## src/rtl/i2s_tx_buf.sv

```systemverilog
// i2s_tx_buf: FWFT sample FIFO feeding the I2S interface, with refill request and sticky status.
module i2s_tx_buf #(
  parameter int AW = 3,
  parameter int DW = 32
) (
  input  logic          clk,
  input  logic          rst_n,
  input  logic [DW-1:0] wr_data,
  input  logic          wr_en,
  output logic          wr_full,
  input  logic          flush,
  output logic [AW:0]   level,
  input  logic [AW:0]   thresh,
  input  logic          irq_en,
  output logic          refill_req,
  output logic [DW-1:0] i2s_data,
  output logic          i2s_data_valid,
  input  logic          i2s_data_ack,
  input  logic          i2s_underrun,
  input  logic          status_clr,
  output logic          ovf_sticky,
  output logic          udr_sticky,
  output logic [7:0]    udr_count
);
  localparam int DEPTH = 2 ** AW;
  logic [DW-1:0] mem_q [DEPTH];
  logic [AW-1:0] wr_ptr_q, wr_ptr_d, rd_ptr_q, rd_ptr_d;
  logic [AW:0]   level_q, level_d;
  logic          refill_q, refill_d, ovf_q, ovf_d, udr_q, udr_d;
  logic [7:0]    cnt_q, cnt_d;
  logic          push, pop;
  assign wr_full        = level_q == (AW+1)'(DEPTH);
  assign i2s_data_valid = level_q != '0;
  assign i2s_data       = mem_q[rd_ptr_q];
  assign level          = level_q;
  assign refill_req     = refill_q;
  assign ovf_sticky     = ovf_q;
  assign udr_sticky     = udr_q;
  assign udr_count      = cnt_q;
  // flush wins over both ends; a dropped write during flush is not an overflow
  always_comb begin
    push     = wr_en & ~wr_full & ~flush;
    pop      = i2s_data_ack & i2s_data_valid & ~flush;
    wr_ptr_d = flush ? '0 : wr_ptr_q + AW'(push);
    rd_ptr_d = flush ? '0 : rd_ptr_q + AW'(pop);
    level_d  = flush ? '0 : level_q + (AW+1)'(push) - (AW+1)'(pop);
    refill_d = irq_en & (level_d <= thresh);
    ovf_d    = (wr_en & wr_full & ~flush) | (ovf_q & ~status_clr);
    udr_d    = i2s_underrun | (udr_q & ~status_clr);
    cnt_d    = i2s_underrun ? (status_clr ? 8'd1 : cnt_q + {7'd0, cnt_q != 8'hFF})
                            : (status_clr ? 8'd0 : cnt_q);
  end
  always_ff @(posedge clk or negedge rst_n) begin
    if (!rst_n) begin
      wr_ptr_q <= '0;
      rd_ptr_q <= '0;
      level_q  <= '0;
      refill_q <= 1'b0;
      ovf_q    <= 1'b0;
      udr_q    <= 1'b0;
      cnt_q    <= '0;
    end else begin
      wr_ptr_q <= wr_ptr_d;
      rd_ptr_q <= rd_ptr_d;
      level_q  <= level_d;
      refill_q <= refill_d;
      ovf_q    <= ovf_d;
      udr_q    <= udr_d;
      cnt_q    <= cnt_d;
    end
  end
  always_ff @(posedge clk) begin
    if (push) mem_q[wr_ptr_q] <= wr_data;
  end
endmodule

```

## config.mk

```make
export PLATFORM = sky130hd
export DESIGN_NAME = i2s_tx_buf
export DESIGN_NICKNAME = d
export VERILOG_FILES = /design/src/rtl/i2s_tx_buf.sv
export SDC_FILE = /design/constraint.sdc
export NUM_CORES = 1
export LEC_CHECK = 0
export CORE_MARGIN = 3
export CORE_UTILIZATION = 57
export CTS_BUF_LIST = sky130_fd_sc_hd__clkbuf_4 sky130_fd_sc_hd__clkbuf_8 sky130_fd_sc_hd__clkbuf_16
export DETAILED_ROUTE_END_ITERATION = 7
export PLACE_DENSITY = 0.83
export SYNTH_ARGS = -nofsm -noshare
export SYNTH_HDL_FRONTEND = slang
export SYNTH_SLANG_ARGS = --single-unit
```

## constraint.sdc

```tcl
create_clock -name clk -period 4.9 [get_ports clk]
set_input_delay 0.49 -clock clk [delete_from_list [all_inputs] [get_ports clk]]
set_output_delay 0.49 -clock clk [all_outputs]
set_load 0.1 [all_outputs]
```

**Word-level counts from Yosys, hierarchy flattened**

Memories as Yosys holds them, arrays and structs flattened.
Cells that the tools add are included.

- Add/sub/neg operators: 5
- Order comparisons: 1
- Equality and inequality tests: 2
- Muxes and demuxes: 8
- Bitwise operators: 14
- Reductions and logical operators: 2

Operators with widths:

| kind | number |
|---|---|
| 8-bit two-way mux | 3 |
| 1-bit AND | 9 |
| 8-bit by 1-bit adder with 8-bit output | 1 |
| 8-bit != test (second input constant) | 1 |
| 3-bit by 1-bit adder with 3-bit output | 2 |
| 3-bit two-way mux | 2 |
| 4-bit by 1-bit adder with 4-bit output | 1 |
| 4-bit equality test (second input constant) | 1 |
| 4-bit less-or-equal comparator | 1 |
| 4-bit two-way mux | 1 |
| 4-bit nonzero test | 1 |
| 4-bit by 1-bit subtractor with 4-bit output | 1 |
| 1-bit NOT | 3 |
| 1-bit two-way mux | 2 |
| 1-bit OR | 2 |
| 2-bit nonzero test | 1 |

- Register bits after elaboration: 21
- Bits in writable memories: 256
- Memories kept: 1

Memory list:

| memory | words | bits a word | rd ports | clocked after memory_dff | wr ports | line | source |
|---|---|---|---|---|---|---|---|
| mem_q | 8 | 32 | 1 | 0 | 1 | 26 | `logic [DW-1:0] mem_q [DEPTH];` |

**Logic depth before layout (Yosys ltp)**

Gate-level depths: netlist (run 1).

- Depth in word-level cells: 9
- Gate-level depth with buffers: 14

**Worst setup path after synthesis (run 1)**

OpenSTA, ideal clock, no wires.

- Path kind: register -> register
- Start: register level_q[2], in the netlist level[2]
- End: memory mem_q[1][0] (enable)
- Arrival: 3.890 ns
- Required time: 4.439 ns
- Setup slack: 0.549 ns
- Stages on the path, launching flop included: 6
- Buffers on the path: 0
- Period minus slack after synthesis: 4.351 ns
- Cell sequence: dfrtp_1 > inv_1 > ha_1 > or3b_2 > nand3_1 > nor3_1

- Word-level cells in the longest chain between the ends: 6

RTL lines:

| item | line | source |
|---|---|---|
| start, declared | 28 | `logic [AW:0] level_q, level_d;` |
| start signal, assigned | 65 | `level_q <= level_d;` |
| 4-bit equality test | 32 | `assign wr_full = level_q == (AW+1)'(DEPTH);` |
| 1-bit NOT | 42 | `push = wr_en & ~wr_full & ~flush;` |
| 1-bit AND (2 in series) | 42 |  |
| 1-bit two-way mux | 73 | `if (push) mem_q[wr_ptr_q] <= wr_data;` |
| 1-bit two-way mux (implied by the code) | 73 |  |
| end, declared | 26 |  |

No other way between the ends.

**Final worst setup path (run 1)**

- Start: register rd_ptr_q[0]
- End: output i2s_data[22]

- Word-level cells in the longest chain between the ends: 1

RTL lines:

| item | line | source |
|---|---|---|
| start, declared | 27 | `logic [AW-1:0] wr_ptr_q, wr_ptr_d, rd_ptr_q, rd_ptr_d;` |
| start signal, assigned | 64 | `rd_ptr_q <= rd_ptr_d;` |
| memory 8 x 32 bit | n/a |  |
| end, declared | 16 | `output logic [DW-1:0] i2s_data,` |

No other way between the ends.

==> results of run 1 <==
==> power groups by stage <==
stage | Clock (mW) | Combinational, mW | Sequential (mW)
2_1_floorplan | 0 | 1.01 | 2.88
3_3_place_gp | 0 | 1.42 | 2.78
3_5_place_dp | 0 | 1.44 | 2.79
4_1_cts | 2.08 | 1.45 | 2.74
5_1_grt | 2.18 | 1.50 | 2.75
6_report | 2.05 | 1.44 | 2.74
==> worst max-delay path by stage <==
stage / start / endpoint / cells after the start
2_1_floorplan: level[2] / mem_q[1][0] / 5
3_3_place_gp: rd_ptr_q[0] / i2s_data[26] / 4
6_report: rd_ptr_q[0] / i2s_data[22] / 4
5_1_grt: rd_ptr_q[0] / i2s_data[11] / 4
4_1_cts: rd_ptr_q[0] / i2s_data[22] / 4
3_5_place_dp: rd_ptr_q[0] / i2s_data[22] / 4
==> state kept, by name, summed over array words and instances (netlist names) <==
| register | flops |
|---|---|
| rd_ptr_q | 3 |
| level | 4 |
| mem_q | 256 |
| udr_sticky | 1 |
| ovf_sticky | 1 |
| udr_count | 8 |
| wr_ptr_q | 3 |
| refill_req | 1 |
==> logic make-up (layout without fill, tap and decap cells) <==
| group | Yosys count | count (layout) | synth area share (%) |
|---|---|---|---|
| flip-flops | 277 | 277 | 74.4 |
| XOR/XNOR | 6 | 6 | 0.476 |
| AND/OR/NAND/NOR | 52 | 52 | 2.38 |
| buffers and inverters | 33 | 166 | 1.62 |
| AO/OA/AOI/OAI | 16 | 16 | 0.850 |
| adder cells (fa/ha/maj) | 17 | 17 | 1.99 |
| multiplexers | 97 | 97 | 18.3 |
==> stage by stage <==
step	hold slack, ps	power, mW
final	494	6.22
after CTS	495	6.27
after global routing	517	6.43
after global placement	472	4.20
after detailed placement	476	4.22
after floorplan	194	3.89
==> layout by cell type, fill, tap and decap left out, types with 2 or more instances in the layout <==
master / n
sky130_fd_sc_hd__nor2_1: 10
sky130_fd_sc_hd__clkinv_1: 4
sky130_fd_sc_hd__xnor2_1: 3
sky130_fd_sc_hd__inv_1: 12
sky130_fd_sc_hd__clkbuf_8: 2
sky130_fd_sc_hd__clkbuf_4: 8
sky130_fd_sc_hd__o21ai_0: 5
sky130_fd_sc_hd__bufinv_16: 3
sky130_fd_sc_hd__mux4_2: 8
sky130_fd_sc_hd__a21oi_1: 6
sky130_fd_sc_hd__mux2_2: 32
sky130_fd_sc_hd__nor2b_1: 8
sky130_fd_sc_hd__clkinv_2: 4
sky130_fd_sc_hd__nand4_1: 3
sky130_fd_sc_hd__ha_1: 16
sky130_fd_sc_hd__nand2_1: 9
sky130_fd_sc_hd__xor2_1: 3
sky130_fd_sc_hd__dfrtp_1: 18
sky130_fd_sc_hd__mux4_1: 56
sky130_fd_sc_hd__buf_4: 12
sky130_fd_sc_hd__edfxtp_1: 256
sky130_fd_sc_hd__dfrtp_2: 2
sky130_fd_sc_hd__nor2_4: 6
sky130_fd_sc_hd__nand2b_1: 4
sky130_fd_sc_hd__nor3_2: 2
sky130_fd_sc_hd__or3_1: 2
sky130_fd_sc_hd__nand3_1: 4
sky130_fd_sc_hd__clkbuf_16: 27
sky130_fd_sc_hd__clkdlybuf4s50_1: 92
==> area by class of cell <==
type / count / area, um2
timing repair buffer: 105 / 1030
tap: 260 / 325
inverter: 12 / 45.0
multi-input combinational: 188 / 2710
fill: 1117 / 5670
sequential: 277 / 8220
clock inverter: 12 / 134
clock buffer: 37 / 763
==> worst register-to-register path, cell delays in order (launching register included) <==
cell and delay, ps:
sky130_fd_sc_hd__dfrtp_1 380, sky130_fd_sc_hd__inv_1 100, sky130_fd_sc_hd__ha_1 160, sky130_fd_sc_hd__or3b_2 500, sky130_fd_sc_hd__nand2_1 110, sky130_fd_sc_hd__ha_1 130, sky130_fd_sc_hd__inv_1 40, sky130_fd_sc_hd__ha_1 200
sky130_fd_sc_hd__fa_1 410, sky130_fd_sc_hd__xnor2_1 140, sky130_fd_sc_hd__nor2_1 170, sky130_fd_sc_hd__ha_1 280, sky130_fd_sc_hd__a21oi_1 160, sky130_fd_sc_hd__nor2b_1 70, sky130_fd_sc_hd__o22ai_1 150
==> per-layer routing <==
layer	wire (um)	global-route usage [%]
met5	5	0
met4	226	3.94
met3	1690	4.31
met2	10600	33.4
met1	8330	27.4
==> results summary, run 1 <==
The first-pass GRT wire length came out at 32.3 mm. The worst register-to-register path ends at refill_req. Of the post-synthesis cell area, the dominant cell type holds ~70%.

The worst reg-to-reg path cell count is 14. The setup TNS came out at 0 ps. At the end of the flow, the number of nets in the layout was roughly 670. The share of synthesized area occupied by flip-flops and latches is between 70% and 80%.

The number of buffers on the longest clock path is 3. The first routing iteration left roughly 380 violations. The worst-case headroom to the max-slew limit is 28.7%.

The library cell used as clock root buffer is sky130_fd_sc_hd__clkbuf_16. Power spread over the standard cell area amounts to around 470 mW/mm2. The count of buffering cells on the critical path with inverters included is 2. The congestion estimate from routability-driven global placement came to 0.739. The finished cells cover approximately 0.013 mm2. Measured on the finished design, the core utilization comes to between 60 and 70%. The leakage dissipation came out at about 4.4 nW.

The hold-critical path endpoint is udr_sticky. The total cell area at the placement stage is between 0.01 and 0.015 mm2. The internal portion of the total power is approximately 4.4 mW. CTS built an H-tree with a depth of 1.

The die is about 150 um tall. The final antenna-violating net count came out at 0. The row count is 50. The hold-fix buffer count after cts came out at 0. Of the total power, the share spent switching nets is approximately 30%. The wire length after detailed routing is about 21 mm. The final non-filler cell total is 891. Traced cell by cell, the critical path runs through buf_4 -> mux4_1 -> mux2_2 -> clkdlybuf4s50_1. The worst clock skew on the final layout is 8.06 ps. The number of distinct library cell variants in the gate-level netlist after synthesis is 34. The share of power burned in the clock network came out at 33.0%. The logic gate share of total power came out at 23.1%. The number of primary I/O pins came out at a little over 90. The setup slack of the most critical reg-to-reg path is between 1500 and 2000 ps. The average instance area after synthesis came out at roughly 22 um2. The post-synthesis cell count is roughly 500. In this run, synthesis produced a sequential element count of approximately 280. The residual overflow from global routing is 0. The number of clock sinks is roughly 280. The final routed DRC violation total is 0. The post-synthesis cell area came out at about 0.011 mm2. Setup repair after global routing left no endpoint under its margin. The total of endpoints with negative setup slack in the final report is 0.

The time the final worst path needs with I/O delays and setup came out at ~4200 ps. The number of hold violations in the final report came out at 0. The clock-pin slew on the worst setup and hold paths is 60 ps. The number of antenna violations at the first check in global routing is 1.

The die boundary width is ~150 um. The setup path with the least slack is of type reg -> out. In this run the worst hold path is classified as reg -> reg.

Sequential cells burn a little over two fifths of the power. The maximum number of pins on one net before global-route repair came out at between 40 and 50. The worst-case setup slack after placement is 1230 ps. The detailed-route via count came out at 5,218. The run finished with clean final reports. The placeable core region is about 0.019 mm2. The dominant register cell in the synthesized netlist is sky130_fd_sc_hd__edfxtp_1. Setup slack on the critical path of the routed design comes to between 700 and 800 ps.

The relative area change from synthesis to final layout came out at 19.7%. The instance count along the most critical hold path is 1. In this run the critical register-to-register path is launched from level[2]. The critical path arrival came out at between 3000 and 4000 ps. The count of instances resized after the clock tree is built is 0. The maximum fanout along the worst path came out at 44. Using the TritonRoute via totals, the vias-per-cell ratio works out to 5.86. The delay of the slowest cell on the worst path is ~970 ps.

The number of diodes added for antenna fixing is 0. The achievable frequency came out at around 240 MHz. TritonCTS built the clock tree. Detailed placement ended at an HPWL of 11.9 mm.

Yosys instantiated no cell more often than sky130_fd_sc_hd__edfxtp_1. The share of flip-flops with an asynchronous set or reset is 7.58%. Max-cap violations in this run came to 0.

The average routed wire per standard cell is 23.4 um. The worst path required time came out at around 4400 ps. Grouping stages by cell kind, the critical path spends the most delay in buffers and inverters. The die covers around 0.021 mm2. The via count of the first global-routing pass is around 5,600. The slew at the pin with the worst max-slew slack is between 1000 and 1500 ps. IR analysis of the VDD net gives a maximum drop of just under 0.0005 V.

The largest total area in the synthesized netlist belongs to sky130_fd_sc_hd__edfxtp_1. The worst hold path startpoint is udr_sticky. The final cycle utilization of the critical path came out at a little over four fifths. During synthesis, Yosys emitted a total of 0 warnings. The first detailed-routing pass took 5 iterations.

The critical-path cell with the highest stage delay is sky130_fd_sc_hd__clkdlybuf4s50_1. The starting density of the core came out at between 50% and 60%. The critical path launch point type is a flip-flop. The clock buffer count from CTS came out at 27.

Ranked by instance count, the synthesized netlist is headed by 256 x sky130_fd_sc_hd__edfxtp_1, 56 x sky130_fd_sc_hd__mux4_1, 32 x sky130_fd_sc_hd__mux2_2, 21 x sky130_fd_sc_hd__dfrtp_1. The share of layout cells above drive strength 1 came out at 17.6%. The post-synthesis net count came out at ~560.

The number of enable flip-flop cells after synthesis is ~260. The number of max-slew violations in the final report came to 0. The global-route total usage across every layer is about a fifth. The number of port buffers came out at 92. The placed cell count is around 840. The worst setup path is captured at a primary output.

In this run the power spent charging and discharging nets is 1.85 mW. Buffers added to address setup during post-CTS repair amount to 0. In the post-synthesis netlist, the biggest area contributors are sky130_fd_sc_hd__edfxtp_1 70%, sky130_fd_sc_hd__mux4_1 13%, sky130_fd_sc_hd__dfrtp_1 4.8%. The clock latency on the worst-skew pair came out at 510 ps.
No activity file was read; power rests on OpenSTA's default activity.
==> run 2: changes to the inputs <==
==> constraint.sdc (replaced) <==
create_clock -name clk -period 3.85 [get_ports clk]
set_input_delay 0.385 -clock clk [delete_from_list [all_inputs] [get_ports clk]]
set_output_delay 0.385 -clock clk [all_outputs]
set_load 0.1 [all_outputs]
==> run 2 against run 1 <==
Effect of this change: critical path depth unchanged; worst hold slack worse by 100 ps; non-clock buffer count up 1; largest cell class unchanged.
==> results summary, run 2 (same netlist as run 1, synthesis figures left out) <==
The run finished with clean final reports. The average routed wire per standard cell is about 23 um. The number of port buffers is between 90 and 100. The first-pass GRT wire length came out at between 30 and 40 mm. Static timing analysis puts the maximum clock frequency at 315 MHz. After floorplanning, the core was sized to cover ~0.019 mm2. The number of diodes added for antenna fixing came out at 0.

The residual overflow from global routing is 0. Power spread over the standard cell area amounts to slightly above 600 mW/mm2. The detailed-router iteration count before antenna repair came out at 4. The sort of element at the end of the critical path is a primary output. The number of vias per cell after detailed routing came out at about 5.9. The relative area change from synthesis to final layout is 20.4%.

The worst path required time is about 3500 ps. The final antenna-violating net count is 0. Counting every sink on the clock net gives between 200 and 300.

The time the final worst path needs with I/O delays and setup came out at about 3200 ps. The number of primary I/O pins is 93. The largest register by flop count is mem_q. The final routed DRC violation total is 0. In the final layout, flip-flops and latches occupy a little over 0.008 mm2. The flip-flop count of the largest register, all copies and words added is about 260. The critical path arrival is 2790 ps. The total number of nets in the final design came out at a little under 700. CTS built an H-tree with a depth of 1.

The die boundary width is 145 um. The total of endpoints with negative setup slack in the final report is 0. The design area came out at 0.0133 mm2. Setup repair after global routing left no endpoint under its margin. For this design the static power due to leakage is about 4.5 nW. The share of layout cells above drive strength 1 came out at about a quarter.

The tool flagged a number of max-cap violations equal to 0. The global-route total usage across every layer came out at between 10% and 20%. The number of DRC markers after the initial detailed-route iteration came out at 281.

The die is roughly 150 um tall. Buffers added to address setup during post-CTS repair amount to 0. The worst clock skew on the final layout is about 5.7 ps. The timing startpoint of the critical path is rd_ptr_q[0].

The routability congestion estimate from global placement is between 0.7 and 0.8. The wire length after detailed routing came out at around 21 mm. The worst register-to-register path ends at refill_req. The worst-case headroom to the max-slew limit came out at 32.5%. The maximum number of pins on one net before global-route repair is 53.

The number of buffers on the longest clock path is 3. The root buffer cell chosen for the clock tree is sky130_fd_sc_hd__clkbuf_16. The setup TNS came out at 0 ps.

The most common cell after layout, fill and taps aside is sky130_fd_sc_hd__edfxtp_1. The final cycle utilization of the critical path is 82.6%. After clock tree synthesis, the repair step resized 0 gates. The clock buffer count from CTS is 27.

The number of fillers in the final layout is around 1,100. The final route contains approximately 5,300 vias. The number of hold violations in the final report came out at 0. At the later pin of the worst-skew pair, clock insertion delay measures 520 ps.

The via count of the first global-routing pass is roughly 5,600. The setup path with the least slack is of type reg -> out. The starting density of the core is between 50% and 60%. The clock-pin slew on the worst setup and hold paths is ~60 ps. TritonCTS built the clock tree.

The full die area is 0.0211 mm2. The hold-fix buffer count after cts is 0. The startpoint of the worst-slack reg-to-reg timing path is level[2]. In this run the cell area measured after placement is 0.0123 mm2.

In this run the worst hold path is classified as in -> async. In this run the worst path has a maximum fanout of 29. The number of max-slew violations in the final report came out at 0.

The row count is 50. The placed wire-length estimate is roughly 12 mm. The multi-input gate area in the final layout is approximately 0.0027 mm2.

The worst-case IR drop observed on VDD is 0.000518 V. The number of antenna violations at the first check in global routing came out at 0. In the layout the commonest cells are 256 x sky130_fd_sc_hd__edfxtp_1, 59 x sky130_fd_sc_hd__clkdlybuf4s50_1, 56 x sky130_fd_sc_hd__mux4_1, 41 x sky130_fd_sc_hd__buf_4, 32 x sky130_fd_sc_hd__mux2_2. STA classifies the critical path startpoint as a flip-flop. The worst reg-to-reg path cell count came out at 14. The slew at the pin with the worst max-slew slack is between 1000 and 1500 ps. In this run the register-to-register setup slack is ~740 ps.
[run 2: cell types whose count changed in the layout (fill, tap and decap cells not counted), moves of 2 or more]
cell                              delta
sky130_fd_sc_hd__bufinv_16           +3
sky130_fd_sc_hd__nor3_4              +2
sky130_fd_sc_hd__clkbuf_4            -5
sky130_fd_sc_hd__clkinv_2            +2
sky130_fd_sc_hd__clkinv_1            -2
sky130_fd_sc_hd__nor3_2              -2
sky130_fd_sc_hd__buf_12              +5
sky130_fd_sc_hd__clkdlybuf4s50_1    -33
sky130_fd_sc_hd__buf_4              +29
[run 2: layout make-up]
| type | instances | share of cell area (%) |
|---|---|---|
| multi-input combinational | 188 | 20.5 |
| timing repair buffer | 106 | 7.66 |
| clock inverter | 17 | 1.83 |
| inverter | 12 | 0.339 |
| sequential | 277 | 61.8 |
| clock buffer | 32 | 5.46 |
| tap | 260 | 2.45 |
[run 2: critical path: stages, from the launching register on]
cell	delay, ps
sky130_fd_sc_hd__dfrtp_4	760
sky130_fd_sc_hd__buf_4	360
sky130_fd_sc_hd__mux4_1	620
sky130_fd_sc_hd__mux2_2	280
sky130_fd_sc_hd__buf_4	230
[run 2: how the worst max path moves through the flow]
stage                    to  slack [ps]  cells past startpoint
3_3_place_gp     refill_req         460                     13
6_report       i2s_data[12]         670                      4
3_5_place_dp     refill_req         420                     13
5_1_grt          refill_req         520                     14
4_1_cts        i2s_data[16]         620                      4
2_1_floorplan    refill_req         190                     14
[run 2: through the flow]
| step | setup slack [ps] | total power, mW | hold WS, ps | utilization [%] | instances |
|---|---|---|---|---|---|
| 2_1_floorplan | 188 | 4.95 | 89.4 | - | 498 |
| 3_3_place_gp | 464 | 5.34 | 469 | 65.3 | 843 |
| 3_5_place_dp | 418 | 5.38 | 473 | 65.3 | 843 |
| 4_1_cts | 620 | 8.21 | 424 | 70.4 | 892 |
| 5_1_grt | 521 | 8.40 | 456 | 70.4 | 892 |
| 6_report | 671 | 8.14 | 394 | 70.4 | 892 |
[run 2: routing by layer]
metal	wire, um	vias to the layer above	global-route usage (%)
met2	11000	183	35.1
met4	573	0	5.60
met1	8000	2703	25.4
met3	1230	41	3.87
li1	-	2327	-
met5	0	-	0
[run 2: power by group]
| group | internal, mW | switching (mW) |
|---|---|---|
| Sequential | 3.38 | 0.0815 |
| Combinational | 0.582 | 1.27 |
| Clock | 1.75 | 1.08 |
==> run 3: changes to the inputs <==
==> constraint.sdc (replaced) <==
create_clock -name clk -period 2.95 [get_ports clk]
set_input_delay 0.295 -clock clk [delete_from_list [all_inputs] [get_ports clk]]
set_output_delay 0.295 -clock clk [all_outputs]
set_load 0.1 [all_outputs]
==> run 3 against run 2 <==
Effect of this change: power is 30% higher; global-route usage increased by 1.1 points; sequential power rose by 30%; sequential share of layout area shrank 1.3 points; clock power rose by 16%; highest routed layer unchanged; non-clock buffer count increased by 15; combinational power is 52% higher; utilization up 1.6 points.
==> results summary, run 3 (same netlist as run 1, synthesis figures left out) <==
The flow ran to the end, and the final reports show no timing, DRC or antenna violations. The global-route total usage across every layer is between 20% and 30%. Buffers placed on the I/O ports in this run total 92.

The wire length after detailed routing came out at about 22 mm. The number of diodes added for antenna fixing is 0. The final hold slack is approximately 300 ps.

The clock-pin slew on the worst setup and hold paths came out at about 70 ps. Cell internal power was estimated by the tool at ~7.3 mW. The worst vdd rail ir drop came out at between 0.0006 and 0.0007 V. The starting density of the core came out at roughly 58%. The relative area change from synthesis to final layout came out at 23.1%. The library cells used most frequently in the layout, excluding fill and tap cells, are 256 x sky130_fd_sc_hd__edfxtp_1, 56 x sky130_fd_sc_hd__mux4_1, 55 x sky130_fd_sc_hd__buf_4, 43 x sky130_fd_sc_hd__clkdlybuf4s50_1, 32 x sky130_fd_sc_hd__mux2_2. The analysis attributes to cell leakage a power of roughly 4.6 nW.

The share of power burned in the clock network is 30.9%. The first TritonRoute pass finished after 4 iterations. The time the final worst path needs with I/O delays and setup came out at between 2000 and 3000 ps.

Setup repair after global routing could not meet its margin everywhere. The design area is about 0.014 mm2. The number of max-cap violations is 0. The final routed DRC violation total came out at 0. The placeable core region is ~0.019 mm2.

The post-route netlist has 30.1% of its cells at a drive strength greater than 1. The type of the setup path with the least slack is reg -> reg. The detailed-route via count came out at about 5,400. After global routing, the most crowded layer is met2. Data on the critical path is required at its endpoint by around 3400 ps. The register with the most flip-flops in the layout has 256 of them.

The row count came out at 50. The critical path arrival came out at 3310 ps. The first-pass GRT wire length is about 34 mm. The maximum number of pins on one net before global-route repair came out at 37. The total of endpoints with negative setup slack in the final report is 0. The full die area is 0.0211 mm2.

The tree is rooted in a sky130_fd_sc_hd__clkbuf_16. The number of hold violations in the final report came out at 0. The number of DRC markers after the initial detailed-route iteration is between 300 and 400.

In this run, flip-flops and latches consume between 40% and 50% of the power. In the routed layout, each cell is associated on average with a via count of between 5 and 6. The total number of nets in the final design came out at approximately 690. The worst-case headroom to the max-slew limit came out at a little over a third. The met1 track demand over resource in global routing is approximately 29%.

The library cell used most frequently in the layout, excluding fill and tap cells, is sky130_fd_sc_hd__edfxtp_1. Clock skew on the completed layout was measured at 9.84 ps. The total cell area at the placement stage is approximately 0.013 mm2. Detailed placement ended at an HPWL of roughly 12 mm.

The share of total power dissipated in combinational logic is between 20% and 30%. For this run, global-route usage on met2 was measured as around a third. The maximum fanout along the worst path is 4. The total power density per cell area is 779 mW/mm2. Of the total power, the share spent switching nets is 30.8%. More flip-flops sit in one register than any other, and that register is mem_q. The tightest min-delay check is of the in -> async type. The count of H-tree levels built during CTS came out at 1.

Clock tree synthesis found a total of 277 sinks. The total power consumption of the routed design came out at about 11 mW. The global routing usage on met3 is ~4.3%. The residual overflow from global routing is 0. The routability congestion estimate from global placement came out at between 0.7 and 0.8.

The critical path launch point type is a flip-flop. No sink is reached through more buffers than the 3 on the longest clock path. The clock buffer count from CTS came out at 27. The die extent in y came out at between 100 and 150 um.

The die boundary width is 145 um. The via count of the first global-routing pass came out at 5,705. The clock latency on the worst-skew pair came out at between 500 and 600 ps. In the finished design, the share of the clock period the worst path needs comes to 97.1%. The detail route stage leaves a number of antenna-violating nets equal to 0. Pin placement for this block handled 93 I/O pins. The net switching power of the design came out at about 3.3 mW.

The number of max-slew violations in the final report came out at 0. The average routed wire per standard cell came out at approximately 24 um. The sort of element at the end of the critical path is a flip-flop.

The number of antenna violations at the first check in global routing was 0. The slew at the pin with the worst max-slew slack came out at between 900 and 1000 ps. The achievable frequency came out at between 300 and 400 MHz. The clock tree from TritonCTS is done.
[run 3: cell types whose count changed in the layout (fill, tap and decap cells not counted), sizes merged]
cell / before / now
clkbuf: 32 / 31
bufinv: 6 / 2
buf: 47 / 78
clkinvlp: 0 / 1
clkinv: 10 / 14
clkdlybuf4s50: 59 / 43
[run 3: worst max-delay path, stage by stage (launching register included)]
cell                      delay, ps
sky130_fd_sc_hd__dfrtp_4        500
sky130_fd_sc_hd__inv_6           80
sky130_fd_sc_hd__ha_4           110
sky130_fd_sc_hd__or3b_4         410
sky130_fd_sc_hd__nand2_4         90
sky130_fd_sc_hd__ha_4           120
sky130_fd_sc_hd__inv_2           30
sky130_fd_sc_hd__ha_4           150
sky130_fd_sc_hd__fa_2           360
sky130_fd_sc_hd__xnor2_2        170
sky130_fd_sc_hd__nor2_2          70
sky130_fd_sc_hd__ha_1           340
sky130_fd_sc_hd__a21oi_2        120
sky130_fd_sc_hd__nor2b_1         60
sky130_fd_sc_hd__o22ai_1        160
[run 3: timing repair]
action | in CTS | in global routing
hold buffers | 0 | 0
endpoints found under the setup margin | 18 | 1
resized for setup | 0 | 9
buffers inserted | 2 | 2
pin swaps | 0 | 9
[run 3: power groups by stage]
stage	Sequential, mW	Combinational [mW]	Clock [mW]
floorplan	4.80	1.76	0
global placement	4.61	2.62	0
detailed placement	4.62	2.68	0
CTS	4.50	2.77	3.34
global route	4.51	2.94	3.50
finish	4.51	2.82	3.27
[run 3: layer usage]
metal  part of all wire [%]  up-vias
met5                      0        -
met4                    1.9        0
li1                       -     2352
met3                    7.0       34
met2                     50      212
met1                     41     2807
[run 3: path summary, 6_finish.rpt]
path | endpoint | depth (start not counted) | slack, ps | from
hold reg to reg | udr_sticky | 1 | 500 | udr_sticky
min in group clk | refill_req | 3 | 370 | irq_en
setup / recovery | refill_req | 14 | 90 | level[2]
setup reg to reg | refill_req | 14 | 90 | level[2]
hold / removal | udr_count[3] | 1 | 300 | rst_n
max in group asynchronous | rd_ptr_q[0] | 1 | 1960 | rst_n
[run 3: layout make-up]
| cell class | count | area [um2] |
|---|---|---|
| Sequential cell | 277 | 8230 |
| Fill cell | 1092 | 5290 |
| Multi-Input combinational cell | 188 | 2830 |
| Timing Repair Buffer | 121 | 1310 |
| Clock buffer | 31 | 706 |
| Tap cell | 260 | 325 |
| Clock inverter | 18 | 144 |
| Inverter | 12 | 50.0 |
[run 3: metrics by stage]
| step | util, % | worst slack [ps] | std cells | TNS (ps) |
|---|---|---|---|---|
| final | 72.0 | 86.7 | 907 | 0 |
| after global routing | 72.0 | -30.9 | 907 | -30.9 |
| after CTS | 71.6 | 45.6 | 905 | 0 |
| after detailed placement | 67.0 | 35.2 | 854 | 0 |
| after global placement | 67.0 | 107 | 854 | 0 |
| after floorplan | - | -97.7 | 498 | -17800 |
